`config.mk`:
```
export PLATFORM = sky130hd
export DESIGN_NAME = glitchless_burst_fsm
export DESIGN_NICKNAME = d
export VERILOG_FILES = /design/src/rtl/glitchless_pkg.sv /design/src/rtl/glitchless_burst_fsm_sat_counter.sv /design/src/rtl/glitchless_burst_fsm.sv
export SDC_FILE = /design/constraint.sdc
export NUM_CORES = 1
export LEC_CHECK = 0
export CAP_MARGIN = 40
export CORE_AREA = 2 2 80 82
export CTS_CLUSTER_DIAMETER = 50
export DETAILED_ROUTE_END_ITERATION = 16
export DIE_AREA = 0 0 82 84
export HOLD_SLACK_MARGIN = 0.15
export PLACE_DENSITY = 0.43
export REMOVE_ABC_BUFFERS = 1
export SLEW_MARGIN = 20
export SYNTH_ARGS = -nofsm -noshare
export SYNTH_HDL_FRONTEND = slang
export SYNTH_SLANG_ARGS = --single-unit
```
`constraint.sdc`:
```
create_clock -name clk -period 4.22 [get_ports clk]
set_input_delay 1.055 -clock clk [delete_from_list [all_inputs] [get_ports clk]]
set_output_delay 1.055 -clock clk [all_outputs]
set_load 0.01 [all_outputs]
```
`src/rtl/glitchless_pkg.sv`:
```
// Shared types for the glitch-free burst controller: state encoding,
// default parameter values and the state-to-control-output decode.
package glitchless_pkg;

    localparam int BURST_W_DEF     = 4;
    localparam int TIMEOUT_CYC_DEF = 8;
    localparam int DLY_CYC_DEF     = 1;

    // Unused encodings (5..7) are steered back to IDLE by the FSM.
    typedef enum logic [2:0] {
        IDLE   = 3'd0,
        ACCESS = 3'd1,
        DLY    = 3'd2,
        DONE   = 3'd3,
        ERR    = 3'd4
    } state_t;

    typedef struct packed {
        logic rd;
        logic wr;
        logic ds;
        logic busy;
        logic timeout;
    } ctrl_t;

    // Control outputs that belong to a given state. rd/wr depend on the
    // captured direction, so it is passed in alongside the state.
    function automatic ctrl_t decode_state(state_t s, logic wr_dir);
        ctrl_t c;
        c = '0;
        case (s)
            ACCESS, DLY: begin
                c.rd   = !wr_dir;
                c.wr   = wr_dir;
                c.busy = 1'b1;
            end
            DONE: begin
                c.ds   = 1'b1;
                c.busy = 1'b1;
            end
            ERR: begin
                c.timeout = 1'b1;
                c.busy    = 1'b1;
            end
            default: c = '0;
        endcase
        return c;
    endfunction

endpackage

```
`src/rtl/glitchless_burst_fsm_sat_counter.sv`:
```
// Saturating up-counter with synchronous clear; clear wins over inc.
// Used for the per-beat retry count and the optional transaction stats.
module sat_counter #(
    parameter int WIDTH = 8
) (
    input  logic             clk,
    input  logic             reset_n,
    input  logic             clear,
    input  logic             inc,
    output logic [WIDTH-1:0] count
);

    // Count up on inc, hold at all-ones, return to zero on clear or reset.
    always_ff @(posedge clk or negedge reset_n) begin
        if (!reset_n) begin
            count <= '0;
        end else if (clear) begin
            count <= '0;
        end else if (inc && (count != '1)) begin
            count <= count + 1'b1;
        end
    end

endmodule

```
`src/rtl/glitchless_burst_fsm.sv`:
```
// Burst read/write controller with registered (glitch-free) strobes.
// Every output is decoded from next_state and registered, so outputs
// move on the same clock edge as the state and never see an input
// combinationally. The current state is exported on 'state' for debug.
// Optional build macro: GLITCHLESS_TXN_STATS_EN adds saturating counts of
// completed (txn_ok_cnt) and timed-out (txn_err_cnt) bursts.
module glitchless_burst_fsm
    import glitchless_pkg::*;
#(
    parameter int BURST_W     = BURST_W_DEF,
    parameter int TIMEOUT_CYC = TIMEOUT_CYC_DEF,
    parameter int DLY_CYC     = DLY_CYC_DEF
) (
    input  logic               clk,
    input  logic               reset_n,
    input  logic               go,
    input  logic               wr_mode,
    input  logic [BURST_W-1:0] burst_len,
    input  logic               ws,
    output logic               rd,
    output logic               wr,
    output logic               ds,
    output logic               busy,
    output logic               timeout,
    output logic [BURST_W-1:0] beat_cnt,
    output state_t             state
`ifdef GLITCHLESS_TXN_STATS_EN
    ,
    output logic [15:0]        txn_ok_cnt,
    output logic [15:0]        txn_err_cnt
`endif
);

    localparam int RETRY_W = 8;
    localparam int DLY_W   = 2;
    localparam logic [RETRY_W-1:0] RETRY_LIM = RETRY_W'(TIMEOUT_CYC);
    localparam logic [DLY_W-1:0]   DLY_LOAD  = DLY_W'(DLY_CYC - 1);

    state_t               next_state;
    ctrl_t                ctrl_nxt;
    logic                 wr_mode_q;
    logic                 wr_mode_nxt;
    logic [BURST_W-1:0]   len_q;
    logic [BURST_W-1:0]   len_nxt;
    logic [BURST_W-1:0]   beat_nxt;
    logic [DLY_W-1:0]     dly_cnt;
    logic [DLY_W-1:0]     dly_nxt;
    logic [RETRY_W-1:0]   retry_cnt;
    logic                 retry_clr;
    logic                 retry_inc;

    // Next-state and next-value decode. ws is looked at only on the last
    // DLY cycle; go/wr_mode/burst_len only in IDLE.
    always_comb begin
        next_state  = IDLE;
        wr_mode_nxt = wr_mode_q;
        len_nxt     = len_q;
        beat_nxt    = beat_cnt;
        dly_nxt     = dly_cnt;
        retry_clr   = 1'b0;
        retry_inc   = 1'b0;
        case (state)
            IDLE: begin
                retry_clr = 1'b1;
                dly_nxt   = '0;
                if (go) begin
                    next_state  = ACCESS;
                    wr_mode_nxt = wr_mode;
                    len_nxt     = burst_len;
                    beat_nxt    = '0;
                end else begin
                    next_state = IDLE;
                end
            end
            ACCESS: begin
                next_state = DLY;
                dly_nxt    = DLY_LOAD;
            end
            DLY: begin
                if (dly_cnt != '0) begin
                    next_state = DLY;
                    dly_nxt    = dly_cnt - 1'b1;
                end else if (ws) begin
                    if (retry_cnt < RETRY_LIM) begin
                        next_state = ACCESS;
                        retry_inc  = 1'b1;
                    end else begin
                        next_state = ERR;
                    end
                end else if (beat_cnt < len_q) begin
                    next_state = ACCESS;
                    beat_nxt   = beat_cnt + 1'b1;
                    retry_clr  = 1'b1;
                end else begin
                    next_state = DONE;
                end
            end
            DONE:    next_state = IDLE;
            ERR:     next_state = IDLE;
            default: begin
                next_state = IDLE;
                retry_clr  = 1'b1;
            end
        endcase
        ctrl_nxt = decode_state(next_state, wr_mode_nxt);
    end

    // State, captured burst parameters and registered control outputs.
    always_ff @(posedge clk or negedge reset_n) begin
        if (!reset_n) begin
            state     <= IDLE;
            rd        <= 1'b0;
            wr        <= 1'b0;
            ds        <= 1'b0;
            busy      <= 1'b0;
            timeout   <= 1'b0;
            beat_cnt  <= '0;
            dly_cnt   <= '0;
            wr_mode_q <= 1'b0;
            len_q     <= '0;
        end else begin
            state     <= next_state;
            rd        <= ctrl_nxt.rd;
            wr        <= ctrl_nxt.wr;
            ds        <= ctrl_nxt.ds;
            busy      <= ctrl_nxt.busy;
            timeout   <= ctrl_nxt.timeout;
            beat_cnt  <= beat_nxt;
            dly_cnt   <= dly_nxt;
            wr_mode_q <= wr_mode_nxt;
            len_q     <= len_nxt;
        end
    end

    // Consecutive ws retries on the current beat.
    sat_counter #(.WIDTH(RETRY_W)) u_retry (
        .clk     (clk),
        .reset_n (reset_n),
        .clear   (retry_clr),
        .inc     (retry_inc),
        .count   (retry_cnt)
    );

`ifdef GLITCHLESS_TXN_STATS_EN
    // DONE and ERR last one cycle and are only entered from DLY, so
    // next_state alone marks each entry.
    sat_counter #(.WIDTH(16)) u_ok_cnt (
        .clk     (clk),
        .reset_n (reset_n),
        .clear   (1'b0),
        .inc     (next_state == DONE),
        .count   (txn_ok_cnt)
    );

    sat_counter #(.WIDTH(16)) u_err_cnt (
        .clk     (clk),
        .reset_n (reset_n),
        .clear   (1'b0),
        .inc     (next_state == ERR),
        .count   (txn_err_cnt)
    );
`endif

endmodule

```
==> impl_metrics.env <==
export IMPL_crit_fanout=18
export IMPL_hold_class="flip-flop to flip-flop"
export IMPL_cts_clk_slew_worst_paths_ns=0.09
export IMPL_layout_commonest_cell="dfrtp_1"
export IMPL_ys_seq_area_share_pct=46.6
export IMPL_fmax_ghz=0.369
export IMPL_place_area_sq_um=1740
export IMPL_rsz0062_at_grt="false"
export IMPL_layout_drive_gt1_share_pct=10.8
export IMPL_ioPinCount=21
export IMPL_layout_common_cells="dfrtp_1 (27), clkdlybuf4s50_1 (20), nand2_1 (14)"
export IMPL_dieWidth_microns=82
export IMPL_row_count=29
export IMPL_hpwl_mm=2.21
export IMPL_setup_tns_ns=0
export IMPL_routed_wirelength_mm=3.02
export IMPL_hold_viol=0
export IMPL_clk_latency_ns=0.28
export IMPL_syn_area_per_cell_sq_um=10.5
export IMPL_core_area_sq_um=6100
export IMPL_drv_slew=0
export IMPL_setup_slack_ns=1.51
export IMPL_avgRoutedWirePerCell_microns=12.8
export IMPL_cts_resized=0
export IMPL_yosys_warnings=0
export IMPL_cp_required_ns=3.16
export IMPL_grt_overflow=0
export IMPL_fillerInstances=631
export IMPL_grt_max_degree=28
export IMPL_viasPerCell=4.72
export IMPL_whs_path_depth=2
export IMPL_antenna_left=0
export IMPL_cts_sinks=27
export IMPL_cts_tree="done"
export IMPL_grt_first_pass_wirelength_mm=5.31
export IMPL_clockBufferDepth=2
export IMPL_cap_violations=0
export IMPL_grt_usage_pct=9.87
export IMPL_p_leak_nw=0.742
export IMPL_hold_worst_slack_ns=0.477
export IMPL_grt_pass1_vias=1084
export IMPL_post_route_period_util_pct=64.3
export IMPL_syn_area_sq_um=1450
export IMPL_drt_iter0_drc=111
export IMPL_yosys_cell_types_count=44
export IMPL_r2r_start="beat_cnt[2]"
export IMPL_final_nets=174
export IMPL_firstDrtPassIters=4
export IMPL_maxSlewHeadroom_pct=56.3
export IMPL_syn_inst=138
export IMPL_tightest_slew_ns=0.655
export IMPL_antenna_found_initial=0
export IMPL_dpl_cell_count=231
export IMPL_crit_arrival_ns=1.66
export IMPL_die_h_microns=84
export IMPL_syn_to_final_growth_pct=23.1
export IMPL_skew_ns=0.00758
export IMPL_endpoint_kind="primary output"
export IMPL_cts_root_buf="clkbuf_8"
export IMPL_async_flop_share_pct=100
export IMPL_htree_levels=1
export IMPL_finalSetupViolations=0
export IMPL_finalNonFillerCells=235
export IMPL_crit_chain="clkdlybuf4s50_1"
export IMPL_status="complete, no violations"
export IMPL_synthFlopType="dfrtp_1"
export IMPL_ctsHoldBuffers=0
export IMPL_peakVddDrop_v=0.000201
export IMPL_holdPathEnd="len_q[0]"
export IMPL_cts_buffers=3
export IMPL_cp_num_buf_inv=1
export IMPL_hold_start="len_q[0]"
export IMPL_final_area_sq_um=1790
export IMPL_path_delay_family="flip-flops"
export IMPL_pre_cts_ws_ns=1.38
export IMPL_vias=1109
export IMPL_floorplan_initialDensity_pct=23.8
export IMPL_gp_congestion=0.792
export IMPL_slowest_stage="dfrtp_1"
export IMPL_drc_errors=0
export IMPL_synth_edf_count=0
export IMPL_die_area_sq_um=6890
export IMPL_path_class="flip-flop to primary output"
export IMPL_synth_seq_cells=27
export IMPL_port_buffers=20
export IMPL_reg2reg_depth=5
export IMPL_r2r_setup_slack_ns=2.06
export IMPL_cts_setup_buffers=0
export IMPL_r2r_end="u_retry.count[3]"
export IMPL_fin_crit_ns=2.71
export IMPL_cpPeakStageDelay_ns=0.74
export IMPL_pwr_density_cell_nw_per_um2=505
export IMPL_diodes=0
export IMPL_critPathLaunchType="flip-flop"
stage by stage:
step / power (mW) / util (%)
6_report: 0.902 / 29.3
5_1_grt: 0.984 / 29.3
4_1_cts: 0.918 / 29.3
3_5_place_dp: 0.762 / 28.5
3_3_place_gp: 0.753 / 28.5
2_1_floorplan: 0.612 / -
where the power goes:
part           internal [mW]  switching (mW)  total (mW)
Combinational          0.165           0.212       0.377
Sequential             0.311          0.0607       0.371
Clock                 0.0671          0.0866       0.154
worst reg2reg max path: stages (launching register included):
cell       delay (ns)
dfrtp_1          0.44
ha_1             0.30
o21ai_0          0.20
nand2b_1         0.22
a2111oi_4        0.72
nor3_1           0.14
synth_stat cells, types with 2 or more instances:
cell | number | area (sq um)
nor3_1 | 6 | 30.0
ha_1 | 6 | 75.1
nand2_1 | 14 | 52.6
nand3_1 | 4 | 20.0
nor3b_2 | 2 | 25.0
nor3b_1 | 3 | 22.5
inv_1 | 7 | 26.3
nor2_1 | 5 | 18.8
mux2i_1 | 2 | 20.0
a21oi_1 | 3 | 15.0
nand2b_1 | 4 | 25.0
o21ai_1 | 3 | 15.0
nand4_1 | 2 | 12.5
a22o_1 | 2 | 17.5
nor2b_1 | 4 | 25.0
xnor2_1 | 3 | 26.3
and3_1 | 2 | 12.5
or3_1 | 2 | 12.5
dfrtp_1 | 27 | 676
nor3_2 | 3 | 30.0
a211oi_1 | 2 | 15.0
clkbuf_1 | 4 | 15.0
o21ai_0 | 6 | 30.0
buf_2 | 2 | 10.0
how the worst max path moves through the flow:
stage / cells after the start / endpoint / from / slack [ns]
after global placement: 4 / u_retry.count[3] / ws / 1.46
after detailed placement: 4 / u_retry.count[3] / ws / 1.38
final: 1 / state[0] / state[0] / 1.51
after global routing: 1 / state[0] / state[0] / 1.42
after CTS: 1 / state[0] / state[0] / 1.49
after floorplan: 3 / rd / go / 1.97
area by class of cell:
| type | count | area, sq um | share of cell area, % |
|---|---|---|---|
| clock inverters | 1 | 7.51 | 0.420 |
| inverters | 7 | 26.3 | 1.47 |
| clock buffers | 3 | 41.3 | 2.31 |
| repair buffers | 22 | 215 | 12.1 |
| flip-flops and latches | 27 | 676 | 37.8 |
| well taps | 77 | 96.3 | 5.40 |
| multi-input cells | 98 | 723 | 40.5 |
registers in the layout (all words and copies together), names as in the netlist:
register,flops
ds,1
wr,1
rd,1
state,3
u_retry.count,8
beat_cnt,4
dly_cnt,2
timeout,1
len_q,4
busy,1
wr_mode_q,1
logic make-up after synthesis:
family | after synthesis | synth area share (%)
and+or+nand+nor | 59 | 26.4
AOI/OAI and AO/OA | 27 | 14.3
DFF | 27 | 46.6
buffers and inverters | 13 | 3.54
adders and majority gates | 6 | 5.18
xor gates and xnor gates | 3 | 1.81
muxes | 3 | 2.16
per-layer routing:
metal | up-vias | share of wire (%) | track usage [%]
met5 | - | 0 | 0
met4 | 0 | 0.53 | 2.73
met3 | 2 | 4.1 | 1.95
met2 | 17 | 49 | 15.9
met1 | 548 | 46 | 13.3
li1 | 542 | - | -
(Power assumes the default switching activity.)
